==> config.mk <==
export PLATFORM = sky130hd
export DESIGN_NAME = hazard_control_unit_flat
export DESIGN_NICKNAME = d
export VERILOG_FILES = /design/src/rtl/hazard_control_unit_if.sv /design/src/rtl/hazard_control_unit.sv /design/src/flat_wrapper.sv
export SDC_FILE = /design/constraint.sdc
export NUM_CORES = 1
export LEC_CHECK = 0
export BUFFER_PORTS_ARGS = -buffer_cell sky130_fd_sc_hd__buf_2
export CAP_MARGIN = 10
export CELL_PAD_IN_SITES_DETAIL_PLACEMENT = 0
export CELL_PAD_IN_SITES_GLOBAL_PLACEMENT = 1
export CORE_MARGIN = 4
export CORE_UTILIZATION = 30
export CTS_BUF_LIST = sky130_fd_sc_hd__clkbuf_4 sky130_fd_sc_hd__clkbuf_8
export DETAILED_ROUTE_END_ITERATION = 16
export HOLD_SLACK_MARGIN = 0.12
export MAX_ROUTING_LAYER = met4
export PLACE_DENSITY_LB_ADDON = 0.1
export SLEW_MARGIN = 15
export SYNTH_ARGS = -nofsm -noshare
export SYNTH_HDL_FRONTEND = slang
export SYNTH_SLANG_ARGS = --single-unit
==> constraint.sdc <==
create_clock -name clk -period 1.6 [get_ports clk]
set_clock_uncertainty 0.15 [all_clocks]
set_input_delay 0.08 -clock clk [delete_from_list [all_inputs] [get_ports clk]]
set_output_delay 0.08 -clock clk [all_outputs]
set_load 0.05 [all_outputs]
==> src/rtl/hazard_control_unit_if.sv <==
// Hazard control bus: pipeline-side hazard inputs and the PC/pipeline-register
// enable/flush controls returned by hazard_control_unit.
// master = pipeline datapath side, slave = hazard_control_unit.
interface hazard_control_unit_if;
  logic [4:0] id_rs1;
  logic [4:0] id_rs2;
  logic [4:0] ex_rd;
  logic       ex_MemRead;
  logic       ex_branch_taken;
  logic       mem_MemRead;
  logic       mem_MemWrite;
  logic       pc_write;
  logic       if_id_write;
  logic       id_ex_write;
  logic       ex_mem_write;
  logic       mem_wb_write;
  logic       if_id_flush;
  logic       id_ex_bubble;
  logic       mem_stall;

  modport master (
    output id_rs1, id_rs2, ex_rd, ex_MemRead, ex_branch_taken, mem_MemRead, mem_MemWrite,
    input  pc_write, if_id_write, id_ex_write, ex_mem_write, mem_wb_write,
           if_id_flush, id_ex_bubble, mem_stall
  );

  modport slave (
    input  id_rs1, id_rs2, ex_rd, ex_MemRead, ex_branch_taken, mem_MemRead, mem_MemWrite,
    output pc_write, if_id_write, id_ex_write, ex_mem_write, mem_wb_write,
           if_id_flush, id_ex_bubble, mem_stall
  );
endinterface

==> src/rtl/hazard_control_unit.sv <==
// hazard_control_unit: stall/flush sequencer for the 5-stage RISC-V pipeline.
// Handles load-use bubbles, taken-branch flushes and multi-cycle data-memory
// freezes. Control outputs are Mealy (same-cycle) from state plus inputs.
// Optional feature macro: HAZARD_PERF_CNT_EN adds 32-bit stall/flush
// performance counters (stall_cnt, flush_cnt ports).
module hazard_control_unit #(
  parameter int MEM_LAT = 3,
  parameter int CNT_W   = 4
) (
  input  logic                 clk,
  input  logic                 rst,
  hazard_control_unit_if.slave hzBus
`ifdef HAZARD_PERF_CNT_EN
  ,
  output logic [31:0]          stall_cnt,
  output logic [31:0]          flush_cnt
`endif
);

  typedef enum logic [0:0] {
    RUN      = 1'b0,
    MEM_WAIT = 1'b1
  } state_t;

  // A latency of 1 completes within the MEM cycle and never freezes.
  localparam logic             MULTI_CYCLE = (MEM_LAT > 1);
  localparam logic [CNT_W-1:0] CNT_ZERO    = {CNT_W{1'b0}};
  localparam logic [CNT_W-1:0] CNT_ONE     = {{(CNT_W-1){1'b0}}, 1'b1};
  // Entry cycle is already frozen, so the wait counter covers the remaining MEM_LAT-2.
  localparam logic [CNT_W-1:0] CNT_LOAD    = MULTI_CYCLE ? CNT_W'(MEM_LAT - 2) : CNT_ZERO;

  state_t           state_r;
  state_t           nextState_s;
  logic [CNT_W-1:0] cnt_r;
  logic [CNT_W-1:0] nextCnt_s;
  logic             memReq_s;
  logic             memStall_s;
  logic             loadUse_s;

  assign memReq_s  = hzBus.mem_MemRead | hzBus.mem_MemWrite;
  assign loadUse_s = hzBus.ex_MemRead && (hzBus.ex_rd != 5'd0) &&
                     ((hzBus.ex_rd == hzBus.id_rs1) || (hzBus.ex_rd == hzBus.id_rs2));

  // State and latency counter registers; reset aborts any pending wait.
  always_ff @(posedge clk) begin
    if (rst) begin
      state_r <= RUN;
      cnt_r   <= CNT_ZERO;
    end else begin
      state_r <= nextState_s;
      cnt_r   <= nextCnt_s;
    end
  end

  // Next-state / counter logic and the raw freeze condition.
  always_comb begin
    nextState_s = state_r;
    nextCnt_s   = cnt_r;
    memStall_s  = 1'b0;
    case (state_r)
      RUN: begin
        if (memReq_s && MULTI_CYCLE) begin
          nextState_s = MEM_WAIT;
          nextCnt_s   = CNT_LOAD;
          memStall_s  = 1'b1;
        end else begin
          nextState_s = RUN;
          nextCnt_s   = cnt_r;
          memStall_s  = 1'b0;
        end
      end
      MEM_WAIT: begin
        if (cnt_r == CNT_ZERO) begin
          // Release cycle: access completes, pipeline advances.
          nextState_s = RUN;
          nextCnt_s   = CNT_ZERO;
          memStall_s  = 1'b0;
        end else begin
          nextState_s = MEM_WAIT;
          nextCnt_s   = cnt_r - CNT_ONE;
          memStall_s  = 1'b1;
        end
      end
      default: begin
        nextState_s = RUN;
        nextCnt_s   = CNT_ZERO;
        memStall_s  = 1'b0;
      end
    endcase
  end

  // Prioritised control outputs: reset > freeze > flush > load-use > normal.
  always_comb begin
    hzBus.pc_write     = 1'b1;
    hzBus.if_id_write  = 1'b1;
    hzBus.id_ex_write  = 1'b1;
    hzBus.ex_mem_write = 1'b1;
    hzBus.mem_wb_write = 1'b1;
    hzBus.if_id_flush  = 1'b0;
    hzBus.id_ex_bubble = 1'b0;
    hzBus.mem_stall    = 1'b0;
    if (rst) begin
      hzBus.mem_stall = 1'b0;
    end else if (memStall_s) begin
      // Upstream inputs are held during the freeze, so other hazards are
      // simply re-evaluated once it releases.
      hzBus.pc_write     = 1'b0;
      hzBus.if_id_write  = 1'b0;
      hzBus.id_ex_write  = 1'b0;
      hzBus.ex_mem_write = 1'b0;
      hzBus.mem_wb_write = 1'b0;
      hzBus.mem_stall    = 1'b1;
    end else if (hzBus.ex_branch_taken) begin
      // Squashing ID also removes any load-use dependency it carried.
      hzBus.if_id_flush  = 1'b1;
      hzBus.id_ex_bubble = 1'b1;
    end else if (loadUse_s) begin
      hzBus.pc_write     = 1'b0;
      hzBus.if_id_write  = 1'b0;
      hzBus.id_ex_bubble = 1'b1;
    end else begin
      hzBus.id_ex_bubble = 1'b0;
    end
  end

`ifdef HAZARD_PERF_CNT_EN
  logic stallEvt_s;
  logic flushEvt_s;

  // A bubble without a flush is a load-use stall.
  assign stallEvt_s = hzBus.mem_stall | (hzBus.id_ex_bubble & ~hzBus.if_id_flush);
  assign flushEvt_s = hzBus.if_id_flush;

  // Performance counters, free-running modulo 2^32.
  always_ff @(posedge clk) begin
    if (rst) begin
      stall_cnt <= 32'd0;
      flush_cnt <= 32'd0;
    end else begin
      if (stallEvt_s) begin
        stall_cnt <= stall_cnt + 32'd1;
      end else begin
        stall_cnt <= stall_cnt;
      end
      if (flushEvt_s) begin
        flush_cnt <= flush_cnt + 32'd1;
      end else begin
        flush_cnt <= flush_cnt;
      end
    end
  end
`else
  // Without performance counters there is no additional state.
`endif

endmodule

==> src/flat_wrapper.sv <==
// flat-port wrapper written by rule: the top's interface ports become plain ports
module hazard_control_unit_flat 
#(
  parameter int MEM_LAT = 3,
  parameter int CNT_W   = 4
)
  (clk, rst, hzBus_id_rs1, hzBus_id_rs2, hzBus_ex_rd, hzBus_ex_MemRead, hzBus_ex_branch_taken, hzBus_mem_MemRead, hzBus_mem_MemWrite, hzBus_pc_write, hzBus_if_id_write, hzBus_id_ex_write, hzBus_ex_mem_write, hzBus_mem_wb_write, hzBus_if_id_flush, hzBus_id_ex_bubble, hzBus_mem_stall);
  hazard_control_unit_if hzBus_i ();
  input  logic clk;
  input  logic rst;
  input wire logic [$bits(hzBus_i.id_rs1)-1:0] hzBus_id_rs1;
  input wire logic [$bits(hzBus_i.id_rs2)-1:0] hzBus_id_rs2;
  input wire logic [$bits(hzBus_i.ex_rd)-1:0] hzBus_ex_rd;
  input wire logic [$bits(hzBus_i.ex_MemRead)-1:0] hzBus_ex_MemRead;
  input wire logic [$bits(hzBus_i.ex_branch_taken)-1:0] hzBus_ex_branch_taken;
  input wire logic [$bits(hzBus_i.mem_MemRead)-1:0] hzBus_mem_MemRead;
  input wire logic [$bits(hzBus_i.mem_MemWrite)-1:0] hzBus_mem_MemWrite;
  output wire logic [$bits(hzBus_i.pc_write)-1:0] hzBus_pc_write;
  output wire logic [$bits(hzBus_i.if_id_write)-1:0] hzBus_if_id_write;
  output wire logic [$bits(hzBus_i.id_ex_write)-1:0] hzBus_id_ex_write;
  output wire logic [$bits(hzBus_i.ex_mem_write)-1:0] hzBus_ex_mem_write;
  output wire logic [$bits(hzBus_i.mem_wb_write)-1:0] hzBus_mem_wb_write;
  output wire logic [$bits(hzBus_i.if_id_flush)-1:0] hzBus_if_id_flush;
  output wire logic [$bits(hzBus_i.id_ex_bubble)-1:0] hzBus_id_ex_bubble;
  output wire logic [$bits(hzBus_i.mem_stall)-1:0] hzBus_mem_stall;
  assign hzBus_i.id_rs1 = hzBus_id_rs1;
  assign hzBus_i.id_rs2 = hzBus_id_rs2;
  assign hzBus_i.ex_rd = hzBus_ex_rd;
  assign hzBus_i.ex_MemRead = hzBus_ex_MemRead;
  assign hzBus_i.ex_branch_taken = hzBus_ex_branch_taken;
  assign hzBus_i.mem_MemRead = hzBus_mem_MemRead;
  assign hzBus_i.mem_MemWrite = hzBus_mem_MemWrite;
  assign hzBus_pc_write = hzBus_i.pc_write;
  assign hzBus_if_id_write = hzBus_i.if_id_write;
  assign hzBus_id_ex_write = hzBus_i.id_ex_write;
  assign hzBus_ex_mem_write = hzBus_i.ex_mem_write;
  assign hzBus_mem_wb_write = hzBus_i.mem_wb_write;
  assign hzBus_if_id_flush = hzBus_i.if_id_flush;
  assign hzBus_id_ex_bubble = hzBus_i.id_ex_bubble;
  assign hzBus_mem_stall = hzBus_i.mem_stall;
  hazard_control_unit #(.MEM_LAT(MEM_LAT), .CNT_W(CNT_W)) u_core (.clk(clk), .rst(rst), .hzBus(hzBus_i));
endmodule
==> flow_summary.ini <==
[run_status]
outcome = finished, violations left
violations = negative setup slack

[clock_tree]
clk_pin_slew_ns = 0.05
clock_sinks = 5
cts_max_level = 1
cts_tree = yes
ctsLongestPathBuffers = 2
cts_buffers = 3
insertion_delay_ns = 0.24
cts_root_buf = clkbuf_4

[global_routing]
grt_pass1_vias = 535
antenna_found_initial = 0
grt_use_total_pct = 12.67
overflow = 0
grt_pass1_wl_um = 1959
grt_max_degree = 7

[synth]
synthesis.nets = 79
ys_ff_latch = 5
synth_cell_types = 27
yosysWarnings = 0
syn_inst = 56
synth_edf_count = 0
synthFlopType = dfxtp_1
ys_seq_area_share_pct = 20.94
syn_avg_cell_area_um2 = 8.535
syn-cell-area_um2 = 478.0
async_reset_ff_share_pct = 0

[critical_path]
arrival_ns = 1.67
critical_path_class = register to output pin
crit_path_max_fanout = 3
r2r_slack_ns = 0.13
reg2regPathDepth = 7
required_ns = 1.37
critPathLaunchType = register
reg2reg_to = u_core.cnt_r[1]
endpoint = hzBus_id_ex_bubble
r2r-start = u_core.cnt_r[1]
end_kind = output pin
startpoint = u_core.cnt_r[0]

[pwr]
finalPower_uw = 659.9
p_seq_share_pct = 22.4
power_frac_clock_pct = 24.7
p_int_uw = 413.4
p_sw_uw = 246.5
p_comb_share_pct = 53.0
p_per_area_nw_per_um2 = 769.9
peakVddDrop_mv = 0.5228
p_sw_share_pct = 37.35
cellLeakagePower_uw = 0.0003874

[floorplan]
die_area_um2 = 2296
die_x_um = 47.92
core-area_um2 = 1506
initial_core_util_pct = 31.73
num_io_pins = 29
rows = 14
die_h_um = 47.92

[detailed_routing]
vias_per_cell = 4.702
wl_um = 1260
first_iter_violations = 6
post_drt_wl_per_cell_um = 11.05
vias = 536
drt-pass1-iter-count = 4
drc_errors = 0
ant_nets = 0

[worst_hold_path]
min_path_type = input pin to register

[cells_and_area]
drive_above_1_share_pct = 61.22
final_area_um2 = 857.1
final_cell_mix = buf_2 (20), buf_4 (15), xor2_1 (10)
area.growth.synth_to_final_pct = 79.32
fin_cells = 114
num_antenna_cells = 0
final_common_cell = buf_2
nets = 122
postLayoutCoreUtil_pct = 56.89

[timing]
hold_violations = 0
maxClockFrequency_mhz = 525.0
finalCritPeriodShare_pct = 119.1
slew_violations = 0
period_needed_ns = 1.905
rsz0062_at_grt = yes
finalSetupViolations = 8
fin_ws_ns = -0.3049
worst_pin_slew_ns = 0.3845
slew_headroom_pct = 74.37

[place]
placed_area_um2 = 745.7
numPortBuffers = 28
placed_cells = 107
gp_congestion = 0.8393
post-dp-hpwl_um = 1059
place_ws_ns = -0.09618

[run]
cap_violations = 0
-- worst max-delay path, cell delays in order, from the launching register on --
cell      delay, ns
dfxtp_2        0.33
inv_2          0.05
ha_4           0.14
and4bb_2       0.25
o21ba_4        0.20
and2_4         0.14
o21bai_4       0.16
buf_6          0.16
-- layer usage --
metal	up-vias	share of wire, %	GRT usage, %
li1	280	-	-
met1	229	45	15.82
met2	25	47	20.05
met3	2	6.8	1.128
met4	0	1.5	6.452
met5	-	0	-
-- synth_stat cells, drive strengths merged (2+ instances only) --
cell type / number / area [um2]
nor2b: 2 / 12.51
dfxtp: 5 / 100.1
o21ai: 3 / 15.01
xor2: 10 / 87.58
nor3b: 2 / 15.01
a21oi: 3 / 15.01
inv: 3 / 11.26
buf: 3 / 22.52
ha: 2 / 25.02
nor3: 6 / 51.30
nor2: 4 / 15.01
-- cells by family (layout without fill, tap and decap cells) --
family / count (synthesis) / count (layout) / share of synthesized area, %
simple gates: 19 / 19 / 29.05
compound gates: 13 / 13 / 18.59
xor+xnor: 10 / 10 / 18.32
buf+inv: 7 / 49 / 7.852
flops: 5 / 5 / 20.94
fa+ha+maj: 2 / 2 / 5.235
-- metrics by stage --
stage	setup TNS [ns]	hold WS [ns]
after detailed placement	-0.2443	0.2491
after floorplan	-3.462	0.1490
after global placement	-0.2260	0.2461
final	-1.703	0.1945
after CTS	-1.738	0.1974
after global routing	-2.248	0.2259
-- flip-flops by register name, indices dropped and copies added, names as in the netlist --
signal	count
u_core.state_r	1
u_core.cnt_r	4
-- timing repair --
item                                   in CTS  in global routing
cloned                                      0                  0
endpoints found under the hold margin       5                  0
setup endpoints to repair                   8                  8
pin swaps                                   1                  0
hold buffers                                1                  0
resized for setup                          14                  4
buffers inserted                            1                  1
-- power groups by stage --
stage	combinational [uW]	sequential, uW	clock, uW
finish	349	148	163
global route	377	148	176
CTS	342	147	169
detailed placement	305	150	0
global placement	304	149	0
floorplan	216	151	0
-- worst min-delay path by stage --
| stage | cells after the start | start | endpoint |
|---|---|---|---|
| after floorplan | 2 | hzBus_mem_MemRead | u_core.state_r |
| after global placement | 2 | rst | u_core.cnt_r[1] |
| after detailed placement | 2 | rst | u_core.cnt_r[2] |
| after CTS | 4 | hzBus_mem_MemRead | u_core.state_r |
| after global routing | 4 | hzBus_mem_MemRead | u_core.state_r |
| final | 4 | hzBus_mem_MemRead | u_core.state_r |
-- cell type report --
cell class	instances	area [um2]
fillers	139	649.4
multi-input cells	44	391.6
repair buffers	42	297.8
flip-flops and latches	5	102.6
clock buffers	4	30.03
well taps	16	20.02
inverters	3	15.01
No activity file was read; power rests on OpenSTA's default activity.
